[src/rtl/sample_mem_arbiter.sv]
// Three-requester arbiter in front of a single-port synchronous sample memory:
// fixed priority for audio capture, bounded by a starvation counter, round-robin between the other two.
module sample_mem_arbiter #(
    parameter int ADDR_W     = 16,
    parameter int DATA_W     = 16,
    parameter int STARVE_MAX = 4
) (
    input  logic              CLK,
    input  logic              RESET_N,
    input  logic              req0,
    input  logic [ADDR_W-1:0] addr0,
    input  logic [DATA_W-1:0] wdata0,
    input  logic              req1,
    input  logic              we1,
    input  logic [ADDR_W-1:0] addr1,
    input  logic [DATA_W-1:0] wdata1,
    input  logic [3:0]        len1,
    input  logic              req2,
    input  logic [ADDR_W-1:0] addr2,
    input  logic [3:0]        len2,
    output logic [2:0]        gnt,
    output logic [2:0]        ack,
    output logic [2:0]        done,
    output logic [2:0]        rvalid,
    output logic [DATA_W-1:0] rdata,
    output logic              memEn,
    output logic              memWe,
    output logic [ADDR_W-1:0] memAddr,
    output logic [DATA_W-1:0] memWData,
    input  logic [DATA_W-1:0] memRData
);

    localparam int STARVE_W = $clog2(STARVE_MAX + 1);

    typedef enum logic {IDLE, BURST} state_t;

    state_t              state, state_nxt;
    logic [2:0]          owner_q;
    logic [ADDR_W-1:0]   base_q;
    logic                we_q;
    logic [DATA_W-1:0]   wdata_q;
    logic [3:0]          len_q;
    logic [3:0]          beat_q;
    logic [STARVE_W-1:0] starve_cnt;
    logic                rr_ptr;      // 0: requester 1 is next, 1: requester 2 is next
    logic [2:0]          rvalid_q;

    logic any_req, other_req, starved, pick0, pick1, pick2, last_beat;

    assign any_req   = req0 | req1 | req2;
    assign other_req = req1 | req2;
    assign starved   = (starve_cnt == STARVE_W'(STARVE_MAX)) && other_req;
    assign pick0     = req0 && !starved;
    assign pick1     = !pick0 && req1 && (!req2 || !rr_ptr);
    assign pick2     = !pick0 && req2 && (!req1 || rr_ptr);
    assign last_beat = (beat_q == len_q);

    assign rvalid = rvalid_q;
    assign rdata  = memRData;

    // NOTE: sequential state uses non-blocking assignments so every register
    // samples pre-edge values regardless of statement order.
    always_ff @(posedge CLK or negedge RESET_N) begin
        if (!RESET_N) state <= IDLE;
        else          state <= state_nxt;
    end

    // NOTE: every output gets a default first, so no path through this block
    // leaves a signal unassigned and no latch is inferred.
    always_comb begin
        state_nxt = state;
        gnt       = 3'b000;
        ack       = 3'b000;
        done      = 3'b000;
        memEn     = 1'b0;
        memWe     = 1'b0;
        memAddr   = '0;
        memWData  = '0;
        case (state)
            IDLE: begin
                if (any_req) state_nxt = BURST;
            end
            BURST: begin
                gnt      = owner_q;
                ack      = owner_q;
                done     = last_beat ? owner_q : 3'b000;
                memEn    = 1'b1;
                memWe    = we_q;
                memAddr  = base_q + ADDR_W'(beat_q);
                memWData = wdata_q;
                if (last_beat) state_nxt = IDLE;
            end
            default: state_nxt = IDLE;
        endcase
    end

    always_ff @(posedge CLK or negedge RESET_N) begin
        if (!RESET_N) begin
            owner_q    <= 3'b000;
            base_q     <= '0;
            we_q       <= 1'b0;
            wdata_q    <= '0;
            len_q      <= '0;
            beat_q     <= '0;
            starve_cnt <= '0;
            rr_ptr     <= 1'b0;
            rvalid_q   <= 3'b000;
        end else begin
            // Read data returns one cycle after its beat, even once back in IDLE.
            rvalid_q <= (state == BURST && !we_q) ? owner_q : 3'b000;
            if (state == IDLE) begin
                beat_q <= '0;
                if (pick0) begin
                    owner_q <= 3'b001;
                    base_q  <= addr0;
                    we_q    <= 1'b1;
                    wdata_q <= wdata0;
                    len_q   <= '0;
                end else if (pick1) begin
                    owner_q <= 3'b010;
                    base_q  <= addr1;
                    we_q    <= we1;
                    wdata_q <= wdata1;
                    len_q   <= len1;
                    rr_ptr  <= 1'b1;
                end else if (pick2) begin
                    owner_q <= 3'b100;
                    base_q  <= addr2;
                    we_q    <= 1'b0;
                    wdata_q <= '0;
                    len_q   <= len2;
                    rr_ptr  <= 1'b0;
                end
                // Outside a grant to 0 with others waiting, the counter always clears.
                if (pick0 && other_req) begin
                    if (starve_cnt != STARVE_W'(STARVE_MAX))
                        starve_cnt <= starve_cnt + STARVE_W'(1);
                end else begin
                    starve_cnt <= '0;
                end
            end else begin
                beat_q <= beat_q + 4'd1;
            end
        end
    end

endmodule

[config.mk]
export PLATFORM = sky130hd
export DESIGN_NAME = sample_mem_arbiter
export DESIGN_NICKNAME = d
export VERILOG_FILES = /design/src/rtl/sample_mem_arbiter.sv
export SDC_FILE = /design/constraint.sdc
export NUM_CORES = 1
export LEC_CHECK = 0
export CAP_MARGIN = 20
export CORE_UTILIZATION = 40
export DETAILED_ROUTE_END_ITERATION = 10
export PLACE_DENSITY = 0.91
export SYNTH_ARGS = -nofsm -noshare
export SYNTH_HDL_FRONTEND = slang
export SYNTH_SLANG_ARGS = --single-unit
[constraint.sdc]
create_clock -name CLK -period 3.85 [get_ports CLK]
set_input_delay 0.5775 -clock CLK [delete_from_list [all_inputs] [get_ports CLK]]
set_output_delay 0.5775 -clock CLK [all_outputs]
set_load 0.01 [all_outputs]
; ---- After elaboration in Yosys (flattened, before gate mapping)
; Cells that the tools add are included.
[totals]
register_bits = 52
latchBits = 0
ram_bits = 0
mem_bits_ro = 0
elab_cells = 73
n_memories = 0
[op_classes]
n_addsub = 3
mul = 0
div_mod_pow = 0
n_lt_le_gt_ge = 0
eq_ne = 4
shifts = 0
mux = 30
n_bitwise = 5
reduce_logical = 21
[op_table]
columns = cell, n
row1 = $mux W16, 8
row2 = $mux W3, 9
row3 = $add A16 B4 Y16, 1
row4 = $mux W4, 4
row5 = $logic_and A1 B1 Y1, 8
row6 = $mux W1, 8
row7 = $logic_not A1 Y1, 6
row8 = $add A4 B1 Y4 const B, 1
row9 = $eq A4 B4 Y1, 1
row10 = $reduce_and A2 Y1, 2
row11 = $add A3 B1 Y3 const B, 1
row12 = $eq A3 B3 Y1 const B, 1
row13 = $ne A3 B3 Y1 const B, 1
row14 = $or A1 B1 Y1, 3
row15 = $reduce_and A3 Y1, 1
row16 = $reduce_bool A3 Y1, 1
row17 = $logic_or A1 B1 Y1, 2
row18 = $ne A2 B1 Y1 const B, 1
row19 = $not A1 Y1, 2
row20 = $pmux W1 S2, 1
row21 = $reduce_bool A2 Y1, 1

; ---- Longest topological paths before layout
[logic_depth]
ltp_word = 10
ltp_mapped = 7
depth_no_buf = 7

; ---- Worst setup path after synthesis
; OpenSTA, ideal clock, no wires.
[synth_path]
path_kind = reg-to-output
from = register beat_q[0]
to = output port memAddr[8]
arrival_time_ns = 1.816
slack_ns = 1.456
path_stages_with_launch = 8
path_buffers = 0
path_cell_list = dfrtp_1 -> ha_1 -> inv_1 -> fa_1 -> nor2b_1 -> o21ai_1 -> a21boi_0 -> mux2i_1
[synth_via]
elab_chain_len = 2
[synth_lines]
columns = item, line_no
row1 = start: declaration, 43  ; logic [3:0] beat_q;
row2 = start signal: assignment, 142  ; beat_q <= beat_q + 4'd1;
row3 = $add A16 B4 Y16, 89  ; memAddr = base_q + ADDR_W'(beat_q);
row4 = $mux W16, 79  ; case (state)
row5 = end: declaration, 28  ; output logic [ADDR_W-1:0] memAddr,
; Every way passes these cells.

; ---- Final worst setup path
[layout_path]
from = register beat_q[1]
to = output port memAddr[9]
; The elaborated chain is that of the path after synthesis.

==> qor.yml <==
run_status:
  outcome: "completed"
timing:
  maxSlewViolCount: 0
  slew_headroom_pct: 46.49
  holdWs_ns: 0.2568
  rsz0062_at_grt: "false"
  tightestPinTransition_ns: 0.8017
  hold_violations: 0
  fin_setup_tns_ns: 0
  fin_crit_sh_pct: 91.10
  clock_skew_ns: 0.006953
  fmax_mhz: 285.1
  setup_viol: 0
  layout_min_cycle_time_ns: 3.507
synthesis:
  yosysWarnings: 0
  synthCells: 370
  synth_area_um2: 3184
  synth_fp_nets: 488
  yosys.area.top_type_share_pct: 40.86
  synth_cell_type_count: 47
  syn_area_per_cell_um2: 8.606
  yosysSeqAreaShare_pct: 40.86
  yosysTopAreaCell: "dfrtp_1"
  synthArstFlopShare_pct: 100.0
  ys_ff_latch: 52
  synth_edf_count: 0
  netlist_top_cells_area: "dfrtp_1, a221oi_1, nor2_1"
  synthFlopType: "dfrtp_1"
critical_path:
  worst-setup-path-type: "reg -> out"
  path_max_fanout: 12
  start_kind: "flop"
  reg2reg_from: "starve_cnt[1]$_DFFE_PN0P_"
  worst_r2r_path_depth: 7
  cp.arrival_ns: 2.93
  rrSetupSlack_ns: 1.71
  required_ns: 3.27
  r2r-end: "wdata_q[1]$_DFFE_PN0P_"
  cp-end-kind: "output pin"
routing:
  drt-vias-per-instance: 5.520
  drt_first_iter_violations: 146
  ant_nets: 0
  avgRoutedWirePerCell_um: 16.29
  drc_errors: 0
  num_vias: 3229
  drtPass1Iterations: 4
  wirelength_mm: 9.527
placed_design:
  dp.cells: 576
  port_buffers: 139
  dpl.hpwl_mm: 7.142
  globalplace.congestion: 0.8725
global_routing:
  antenna_found_initial: 0
  grt_max_degree: 53
  grt_pass1_wl_mm: 15.28
  grt_usage_pct: 22.92
  gr-total-overflow: 0
  first_global_vias: 3220
clock_network:
  clock_sinks: 52
  clockBufferDepth: 2
  numCtsBuffers: 5
  clockRootBuffer: "clkbuf_8"
  post_cts_buffers: 0
  cts_resized: 0
  clk_latency_ns: 0.30
  ctsHtreeMaxLevel: 2
  tritoncts: "yes"
  hold_buffers: 0
  clk_pin_slew_ns: 0.09
pwr:
  p_per_area_nw_per_um2: 731.0
  vdd_ir_drop_max_uv: 368.6
  p_leak_nw: 1.863
  power.total_mw: 3.379
final_layout:
  multi_input_area_um2: 1597
  area_growth_pct: 45.15
  fillers: 668
  diodes: 0
  seq_area_um2: 1301
  fin_cells: 585
  fin_nets: 600
  drive_gt1_share_pct: 4.348
die:
  die_w_um: 91.23
  ioPinCount: 172
  placement_rows: 32
  die_area_um2: 8322
  die_h_um: 91.23
  initial_utilization_pct: 41.21
  coreArea_um2: 7727
min_path:
  hold_class: "in -> async"
flow_run:
  maxCapViolCount: 0
[critical path: stages (launching register included)]
cell and delay [ns]:
dfrtp_1 0.45, ha_1 0.32, a211o_1 0.33, a21oi_1 0.59, o21ai_0 0.17, a21oi_1 0.18
clkdlybuf4s50_1 0.58
[synthesized netlist by cell type, types with 3 or more instances]
cell	n
a21boi_0	3
a21oi_1	22
a221o_1	4
a221oi_1	26
and2_1	20
and3_1	4
buf_2	3
buf_4	19
clkbuf_1	19
dfrtp_1	52
ha_1	7
inv_1	12
mux2i_1	5
nand2_1	38
nand2b_1	5
nand3_1	4
nor2_1	54
nor3_1	10
o21ai_0	15
o221ai_1	6
or3_1	5
xnor2_1	5
[layer usage]
layer,global-route usage (%),vias to the layer above,wire [um]
met2,42.68,143,5101
li1,-,1511,-
met1,26.21,1566,3630
met5,0,-,0
met4,6.349,0,79
met3,5.025,9,715
[flip-flops by register name (all words and copies together) (netlist names), 3 cells and up]
register / count
wdata_q: 16
beat_q: 4
owner_q: 3
starve_cnt: 3
base_q: 16
rvalid: 3
len_q: 4
[power by group]
| part | total, mW | internal (mW) | switching, mW |
|---|---|---|---|
| Sequential | 1.03 | 0.808 | 0.222 |
| Combinational | 2.04 | 1.04 | 1.01 |
| Clock | 0.308 | 0.130 | 0.178 |
[worst max-delay path by stage]
stage | startpoint | endpoint | slack [ns] | cells past startpoint
2_1_floorplan | beat_q[0]$_DFF_PN0_ | memAddr[8] | 1.46 | 7
3_3_place_gp | beat_q[1]$_DFF_PN0_ | memAddr[13] | 0.84 | 6
3_5_place_dp | beat_q[1]$_DFF_PN0_ | memAddr[9] | 0.73 | 6
4_1_cts | beat_q[0]$_DFF_PN0_ | memAddr[8] | 0.38 | 8
5_1_grt | beat_q[1]$_DFF_PN0_ | memAddr[9] | 0.16 | 6
6_report | beat_q[1]$_DFF_PN0_ | memAddr[9] | 0.34 | 6
[cells by family (layout without fill, tap and decap cells)]
logic type	after synthesis	in the layout	synth area share (%)
XOR/XNOR	6	6	1.650
adder cells (fa/ha/maj)	8	8	3.379
buffers and inverters	55	168	9.076
flip-flops	52	52	40.86
AND/OR/NAND/NOR	152	152	22.83
AO/OA/AOI/OAI	92	92	20.63
multiplexers	5	5	1.572
[cell type report]
cell class | count | share of cell area (%)
Multi-Input combinational cell | 263 | 34.54
Timing Repair Buffer | 147 | 31.56
Sequential cell | 52 | 28.15
Tap cell | 102 | 2.761
Clock buffer | 6 | 1.570
Inverter | 13 | 1.056
Clock inverter | 2 | 0.3519
[stage by stage]
stage	utilization [%]	cell area, um2	setup slack (ns)
2_1_floorplan	-	3184	1.456
3_3_place_gp	58.40	4513	0.8404
3_5_place_dp	58.40	4513	0.7278
4_1_cts	59.55	4602	0.3806
5_1_grt	59.81	4622	0.1591
6_report	59.81	4622	0.3426
[cells in the final DEF, fill, tap and decap left out, types with 2 or more instances in the layout]
cell,instances
and4_1,2
nand2b_1,5
a21boi_0,3
and3_1,4
nor3_1,10
o31ai_1,2
and2_1,20
a21oi_1,22
ha_1,7
o221ai_1,6
a221o_1,4
nand3_1,4
clkdlybuf4s50_1,138
nor2_2,2
a211oi_1,2
a221oi_1,26
nand2_1,38
nand4_1,2
or3_1,5
mux2i_1,5
o21ai_0,15
clkbuf_8,5
inv_1,12
buf_4,7
xnor2_1,5
dfrtp_1,52
a21o_1,2
nor2_1,53
nor2b_1,2
or4_1,2
Note: power is estimated with default switching activity, not from simulation.
